### src/rtl/pipe_ctrl_pkg.sv
// Shared constants for the pipeline controller: FSM encoding, multiply latency default, counter width.
package pipe_ctrl_pkg;

  localparam int CNT_W          = 8;
  localparam int MUL_CYCLES_DEF = 32;

  typedef logic [CNT_W-1:0] cnt_t;

  localparam logic [0:0] ST_RUN      = 1'b0;
  localparam logic [0:0] ST_MUL_BUSY = 1'b1;

  // The issue cycle and the Cnt==0 cycle both count toward the latency, hence the -2.
  function automatic cnt_t mul_load(input int cycles);
    return cnt_t'(cycles - 2);
  endfunction

endpackage

### src/rtl/pipe_ctrl_if.sv
// Hazard/stall handshake bundle between the datapath (master) and pipe_ctrl (slave).
// Stall_Cnt/Flush_Cnt exist only when PIPE_CTRL_PERF_EN is defined.
interface pipe_ctrl_if;

  logic       Ext_Hold;
  logic       Mul_Start;
  logic       Branch_Taken;
  logic       IdEx_MemRead;
  logic [4:0] IdEx_Rt;
  logic [4:0] IfId_Rs;
  logic [4:0] IfId_Rt;

  logic       En_Pc;
  logic       En_IfId;
  logic       En_IdEx;
  logic       En_ExMem;
  logic       En_MemWb;
  logic       Flush_IfId;
  logic       Flush_IdEx;
  logic       Mul_Done;
  logic       Busy;
`ifdef PIPE_CTRL_PERF_EN
  logic [31:0] Stall_Cnt;
  logic [31:0] Flush_Cnt;
`endif

  modport master (
`ifdef PIPE_CTRL_PERF_EN
    input  Stall_Cnt, Flush_Cnt,
`endif
    output Ext_Hold, Mul_Start, Branch_Taken, IdEx_MemRead, IdEx_Rt, IfId_Rs, IfId_Rt,
    input  En_Pc, En_IfId, En_IdEx, En_ExMem, En_MemWb, Flush_IfId, Flush_IdEx, Mul_Done, Busy
  );

  modport slave (
`ifdef PIPE_CTRL_PERF_EN
    output Stall_Cnt, Flush_Cnt,
`endif
    input  Ext_Hold, Mul_Start, Branch_Taken, IdEx_MemRead, IdEx_Rt, IfId_Rs, IfId_Rt,
    output En_Pc, En_IfId, En_IdEx, En_ExMem, En_MemWb, Flush_IfId, Flush_IdEx, Mul_Done, Busy
  );

endinterface

### src/rtl/hazard_detect.sv
// Combinational load-use compare; also instantiated by the forwarding unit.
module hazard_detect (
  input  logic       Mem_Read,
  input  logic [4:0] Dst_Rt,
  input  logic [4:0] Src_Rs,
  input  logic [4:0] Src_Rt,
  output logic       Hazard
);

  // r0 is hardwired to zero, so a load targeting it never creates a dependency.
  assign Hazard = Mem_Read && (Dst_Rt != 5'd0) &&
                  ((Dst_Rt == Src_Rs) || (Dst_Rt == Src_Rt));

endmodule

### src/rtl/pipe_ctrl.sv
// Pipeline stall/flush controller with a multi-cycle multiply FSM (RUN / MUL_BUSY).
// Optional performance counters are built when PIPE_CTRL_PERF_EN is defined.
module pipe_ctrl
  import pipe_ctrl_pkg::*;
#(
  parameter int MUL_CYCLES = MUL_CYCLES_DEF
) (
  input logic        Clk,
  input logic        Rst_N,
  pipe_ctrl_if.slave Bus
);

  logic [0:0] state;
  logic [0:0] state_nxt;
  cnt_t       cnt;
  cnt_t       cnt_nxt;
  logic       load_use;

  logic en_pc, en_ifid, en_idex, en_exmem, en_memwb;
  logic flush_ifid, flush_idex, mul_done, busy;

  hazard_detect u_hazard (
    .Mem_Read (Bus.IdEx_MemRead),
    .Dst_Rt   (Bus.IdEx_Rt),
    .Src_Rs   (Bus.IfId_Rs),
    .Src_Rt   (Bus.IfId_Rt),
    .Hazard   (load_use)
  );

  // Outputs are gated by Rst_N so the pipeline freezes the instant reset asserts.
  always_comb begin
    en_pc      = 1'b0;
    en_ifid    = 1'b0;
    en_idex    = 1'b0;
    en_exmem   = 1'b0;
    en_memwb   = 1'b0;
    flush_ifid = 1'b0;
    flush_idex = 1'b0;
    mul_done   = 1'b0;
    busy       = 1'b0;
    if (Rst_N) begin
      if (state == ST_RUN) begin
        if (Bus.Ext_Hold) begin
          en_pc = 1'b0;
        end else if (Bus.Mul_Start) begin
          en_memwb = 1'b1;
        end else if (Bus.Branch_Taken) begin
          {en_pc, en_ifid, en_idex, en_exmem, en_memwb} = 5'b11111;
          flush_ifid = 1'b1;
          flush_idex = 1'b1;
        end else if (load_use) begin
          {en_idex, en_exmem, en_memwb} = 3'b111;
          flush_idex = 1'b1;
        end else begin
          {en_pc, en_ifid, en_idex, en_exmem, en_memwb} = 5'b11111;
        end
      end else begin
        busy = 1'b1;
        if (cnt != '0) begin
          en_memwb = ~Bus.Ext_Hold;
        end else begin
          mul_done = 1'b1;
          {en_pc, en_ifid, en_idex, en_exmem, en_memwb} = {5{~Bus.Ext_Hold}};
        end
      end
    end
  end

  // The multiply counter keeps running under Ext_Hold so latency stays fixed.
  always_comb begin
    state_nxt = state;
    cnt_nxt   = cnt;
    if (state == ST_RUN) begin
      if (!Bus.Ext_Hold && Bus.Mul_Start) begin
        state_nxt = ST_MUL_BUSY;
        cnt_nxt   = mul_load(MUL_CYCLES);
      end
    end else if (cnt == '0) begin
      state_nxt = ST_RUN;
    end else begin
      cnt_nxt = cnt - cnt_t'(1);
    end
  end

  always_ff @(posedge Clk or negedge Rst_N) begin
    if (!Rst_N) begin
      state <= ST_RUN;
      cnt   <= '0;
    end else begin
      state <= state_nxt;
      cnt   <= cnt_nxt;
    end
  end

  assign Bus.En_Pc      = en_pc;
  assign Bus.En_IfId    = en_ifid;
  assign Bus.En_IdEx    = en_idex;
  assign Bus.En_ExMem   = en_exmem;
  assign Bus.En_MemWb   = en_memwb;
  assign Bus.Flush_IfId = flush_ifid;
  assign Bus.Flush_IdEx = flush_idex;
  assign Bus.Mul_Done   = mul_done;
  assign Bus.Busy       = busy;

`ifdef PIPE_CTRL_PERF_EN
  logic [31:0] stall_cnt;
  logic [31:0] flush_cnt;

  always_ff @(posedge Clk or negedge Rst_N) begin
    if (!Rst_N) begin
      stall_cnt <= '0;
      flush_cnt <= '0;
    end else begin
      if (!en_pc) stall_cnt <= stall_cnt + 32'd1;
      if (flush_ifid) flush_cnt <= flush_cnt + 32'd1;
    end
  end

  assign Bus.Stall_Cnt = stall_cnt;
  assign Bus.Flush_Cnt = flush_cnt;
`endif

endmodule

### src/flat_wrapper.sv
// flat-port wrapper written by rule: the top's interface ports become plain ports
module pipe_ctrl_flat import pipe_ctrl_pkg::*;
#(
  parameter int MUL_CYCLES = MUL_CYCLES_DEF
)
  (Clk, Rst_N, Bus_Ext_Hold, Bus_Mul_Start, Bus_Branch_Taken, Bus_IdEx_MemRead, Bus_IdEx_Rt, Bus_IfId_Rs, Bus_IfId_Rt, Bus_En_Pc, Bus_En_IfId, Bus_En_IdEx, Bus_En_ExMem, Bus_En_MemWb, Bus_Flush_IfId, Bus_Flush_IdEx, Bus_Mul_Done, Bus_Busy);
  pipe_ctrl_if Bus_i ();
  input logic Clk;
  input logic Rst_N;
  input wire logic [$bits(Bus_i.Ext_Hold)-1:0] Bus_Ext_Hold;
  input wire logic [$bits(Bus_i.Mul_Start)-1:0] Bus_Mul_Start;
  input wire logic [$bits(Bus_i.Branch_Taken)-1:0] Bus_Branch_Taken;
  input wire logic [$bits(Bus_i.IdEx_MemRead)-1:0] Bus_IdEx_MemRead;
  input wire logic [$bits(Bus_i.IdEx_Rt)-1:0] Bus_IdEx_Rt;
  input wire logic [$bits(Bus_i.IfId_Rs)-1:0] Bus_IfId_Rs;
  input wire logic [$bits(Bus_i.IfId_Rt)-1:0] Bus_IfId_Rt;
  output wire logic [$bits(Bus_i.En_Pc)-1:0] Bus_En_Pc;
  output wire logic [$bits(Bus_i.En_IfId)-1:0] Bus_En_IfId;
  output wire logic [$bits(Bus_i.En_IdEx)-1:0] Bus_En_IdEx;
  output wire logic [$bits(Bus_i.En_ExMem)-1:0] Bus_En_ExMem;
  output wire logic [$bits(Bus_i.En_MemWb)-1:0] Bus_En_MemWb;
  output wire logic [$bits(Bus_i.Flush_IfId)-1:0] Bus_Flush_IfId;
  output wire logic [$bits(Bus_i.Flush_IdEx)-1:0] Bus_Flush_IdEx;
  output wire logic [$bits(Bus_i.Mul_Done)-1:0] Bus_Mul_Done;
  output wire logic [$bits(Bus_i.Busy)-1:0] Bus_Busy;
  assign Bus_i.Ext_Hold = Bus_Ext_Hold;
  assign Bus_i.Mul_Start = Bus_Mul_Start;
  assign Bus_i.Branch_Taken = Bus_Branch_Taken;
  assign Bus_i.IdEx_MemRead = Bus_IdEx_MemRead;
  assign Bus_i.IdEx_Rt = Bus_IdEx_Rt;
  assign Bus_i.IfId_Rs = Bus_IfId_Rs;
  assign Bus_i.IfId_Rt = Bus_IfId_Rt;
  assign Bus_En_Pc = Bus_i.En_Pc;
  assign Bus_En_IfId = Bus_i.En_IfId;
  assign Bus_En_IdEx = Bus_i.En_IdEx;
  assign Bus_En_ExMem = Bus_i.En_ExMem;
  assign Bus_En_MemWb = Bus_i.En_MemWb;
  assign Bus_Flush_IfId = Bus_i.Flush_IfId;
  assign Bus_Flush_IdEx = Bus_i.Flush_IdEx;
  assign Bus_Mul_Done = Bus_i.Mul_Done;
  assign Bus_Busy = Bus_i.Busy;
  pipe_ctrl #(.MUL_CYCLES(MUL_CYCLES)) u_core (.Clk(Clk), .Rst_N(Rst_N), .Bus(Bus_i));
endmodule
### config.mk
export PLATFORM = sky130hd
export DESIGN_NAME = pipe_ctrl_flat
export DESIGN_NICKNAME = d
export VERILOG_FILES = /design/src/rtl/pipe_ctrl_pkg.sv /design/src/rtl/pipe_ctrl_if.sv /design/src/rtl/hazard_detect.sv /design/src/rtl/pipe_ctrl.sv /design/src/flat_wrapper.sv
export SDC_FILE = /design/constraint.sdc
export NUM_CORES = 1
export LEC_CHECK = 0
export ABC_AREA = 1
export CAP_MARGIN = 20
export CORE_MARGIN = 1
export CORE_UTILIZATION = 40
export DETAILED_ROUTE_END_ITERATION = 10
export GPL_ROUTABILITY_DRIVEN = 0
export PLACE_DENSITY = 0.82
export SYNTH_ARGS = -nofsm -noshare
export SYNTH_HDL_FRONTEND = slang
export SYNTH_HIERARCHICAL = 1
export SYNTH_SLANG_ARGS = --single-unit
### constraint.sdc
create_clock -name Clk -period 1.4 [get_ports Clk]
set_input_delay 0.28 -clock Clk [delete_from_list [all_inputs] [get_ports Clk]]
set_output_delay 0.28 -clock Clk [all_outputs]
set_load 0.01 [all_outputs]
==> metrics.md <==
| Metric | Value |
|---|---|
| Crit path cell chain | inv_2, ha_4, nand3_2, inv_2, nand2_4, nor2_4, nand2_2, o21ai_4, buf_2 |
| Cell taking the most area after synthesis | dfrtp_1 |
| Synth Area in Adders | 0.0284 |
| WL final | 3160 um |
| Via density | 5.04 |
| GRT Util Overall | 0.249 |
| Slew Limit Fails | 0 |
| Ports | 30 |
| Critical path launch point type | flop |
| Synth async-reset ratio | 1.00 |
| Core area | 0.00202 mm2 |
| Most frequent cell after synthesis | nand2_1 |
| Synth Instances | 139 |
| Final Hold Fails | 0 |
| Max stage delay on crit path | 0.39 ns |
| Die Width | 48.9 um |
| Clock Tree Buf Depth | 2 |
| Vias in the first global route | 1041 |
| Drt first pass iters | 4 |
| ANT cells | 0 |
| CP Data Arrival Time | 1.45 ns |
| Mapped cell area | 880 um2 |
| Die Area | 0.00239 mm2 |
| Worst Tran Pin Value | 0.381 ns |
| Largest family of logic cells by synthesized area | simple AND/OR/NAND/NOR gates |
| Setup ws final | -0.330 ns |
| Share of cells above drive strength 1 | 0.577 |
| CP max-delay cell | dfrtp_1 |
| Final Cycle Share | 1.24 |
| Crit. End Element | primary output |
| Die Height | 48.9 um |
| Top FF cell, synth | dfrtp_1 |
| DR iter-0 viols | 34 |
| Clock latency on the worst-skew pair | 0.27 ns |
| Starting Density | 0.435 |
| Reg-to-Reg End | u_core/cnt[3] |
| Mux cell area share after synthesis | 0 |
| F_max | 578 MHz |
| Synth Area in XOR/XNOR | 0.0498 |
| Hold Slack | 0.167 ns |
| Power Density | 1460 mW/mm2 |
| Drc violations | 0 |
| DR WL/cell | 13.9 um |
| Number of synthesized register bits | 9 |
| Worst vdd ir | 1.35 mV |
| Total number of vias | 1149 |
| Sequential cell area fraction in the yosys report | 0.256 |
| Worst min-delay path category | in -> async |
| Worst rel slew slack | 0.743 |
| Cell area after layout | 0.00159 mm2 |
| CTS tree | done |
| CTS Hold Bufs | 0 |
| Critical path required time | 1.12 ns |
| Placed cells | 213 |
| Placed Area | 0.00137 mm2 |
| First-pass GRT wire length | 4500 um |
| Top cell type's share of synthesized area | 0.256 |
| Synth Area in Simple Gates | 0.401 |
| Delay-heaviest family, CP | flip-flops |
| Avg Cell Area, Syn | 6.33 um2 |
| Initial antenna violation count | 0 |
| Unrepaired setup endpoints after global routing | yes |
| Failing checks | setup timing |
| Number of synthesized flops with an enable pin | 0 |
| Total congestion overflow | 0 |
| TritonCTS buffer count | 3 |
| Max cap viols | 0 |
| Dpl ws | -0.952 ns |
| Area growth syn-to-layout | 80.9% |
| Placement row count | 16 |
| I/O Buffers | 29 |
| Reg2Reg Launch Point | u_core/cnt[0] |
| Syn_nets | 162 |
| Run status | complete, but fails checks |
| H-tree Lvls | 1 |
| DP Wirelength | 2020 um |
| Final Instance Count excl. Fillers | 228 |
| Crit Path Category | reg -> out |
| Root buffer cell | clkbuf_4 |
| Layout net count | 225 |
| CP bufs+invs | 3 |
| Largest net degree at the start of global routing | 10 |
| Top post-synthesis cells by count | 41 x nand2_1, 24 x inv_1, 11 x nor2_1 |
| Crit-path most repeated cell | inv_2 |
| Area contributors post-synth | dfrtp_1 26%, nand2_1 17%, inv_1 10% |
| Maximum fanout along the worst path | 2 |
| Leak Pwr | 0.843 nW |
| Warnings, synthesis | 6 |
| Worst Reg-to-Reg Cells | 10 |
| R2R setup slack | 0.01 ns |
| Setup Skew | 0.00837 ns |
| Clock Sinks | 9 |
| Setup violators final | 8 |
| Synth Area in Compound Gates | 0.104 |
| Clk pin slew, worst setup/hold paths | 0.07 ns |
| Period minus WS final | 1.73 ns |
| Synth cell types | 21 |
| Final ANT Viol Nets | 0 |
flip-flops by register name, indices dropped and copies added (netlist names):
signal and flops:
u_core/state 1, u_core/cnt 8
layer usage:
metal	up-vias	global-route usage	share of wire
li1	547	-	-
met4	0	0.123	0.038
met2	49	0.470	0.54
met1	539	0.265	0.38
met3	14	0.0405	0.046
met5	-	0	0
worst reg2reg max path: stages (launching register included):
cell     delay, ns
dfrtp_1       0.39
inv_2         0.09
ha_4          0.13
nand3_2       0.06
inv_2         0.08
nand2_4       0.05
buf_4         0.15
nand2_4       0.10
nand2_8       0.08
o21ai_2       0.07
nand2_1       0.08
final cells by class:
| class | instances | area (um2) |
|---|---|---|
| Inverter | 30 | 123 |
| Clock buffer | 4 | 26.3 |
| Timing Repair Buffer | 61 | 522 |
| Fill cell | 120 | 430 |
| Sequential cell | 9 | 226 |
| Multi-Input combinational cell | 97 | 661 |
| Tap cell | 27 | 33.8 |
cell usage in the layout, fill, tap and decap left out:
master	n
clkdlybuf4s15_1	4
inv_4	2
nand2_4	4
o21ai_4	1
clkdlybuf4s50_1	1
xnor2_1	1
nand3_2	5
clkbuf_4	3
nor2_2	9
clkbuf_1	1
buf_8	3
inv_2	10
dfrtp_2	1
nor2_1	4
buf_2	9
a21oi_2	2
nor2_4	2
o21ai_2	5
buf_4	29
o21bai_1	1
inv_1	17
nand2_1	29
buf_6	13
ha_4	2
nand3_1	5
o21ai_0	1
nand4_1	4
o21ai_1	4
xor2_1	3
nand2_8	1
dfrtp_1	8
clkinv_4	1
dlygate4sd2_1	2
xnor2_2	1
nand2_2	13
where the power goes:
group | internal [mW] | switching [mW]
combinational | 0.762 | 0.870
clock | 0.110 | 0.103
sequential | 0.385 | 0.0989
timing repair:
item / CTS / global route
gates cloned: 0 / 0
pin swaps: 28 / 22
setup buffers: 8 / 5
resized for setup: 113 / 50
endpoints found under the setup margin: 9 / 17
metrics by stage:
step	utilization	setup TNS, ns	total power, mW
finish	0.787	-1.82	2.33
global route	0.787	-2.61	2.50
CTS	0.700	-1.77	2.06
detailed placement	0.676	-7.96	1.77
global placement	0.676	-7.31	1.70
floorplan	-	-0.204	1.26
worst max-delay path by stage:
stage               depth (start not counted)            from  slack (ns)          end
floorplan                                   9   u_core/cnt[0]       -0.10  Bus_En_IdEx
global placement                           11  Bus_IdEx_Rt[0]       -0.92  Bus_En_IfId
detailed placement                         11  Bus_IdEx_Rt[0]       -0.95    Bus_En_Pc
CTS                                         9   u_core/cnt[0]       -0.32  Bus_En_IfId
global route                                9   u_core/cnt[0]       -0.42  Bus_En_IfId
finish                                      9   u_core/cnt[0]       -0.33  Bus_En_IfId
logic make-up (layout without fill, tap and decap cells):
group | count (synthesis) | in the layout
flops | 9 | 9
simple gates | 76 | 76
fa+ha+maj | 2 | 2
xor+xnor | 5 | 5
compound gates | 14 | 14
buf+inv | 33 | 95
Power figures use the tool's default switching activity.
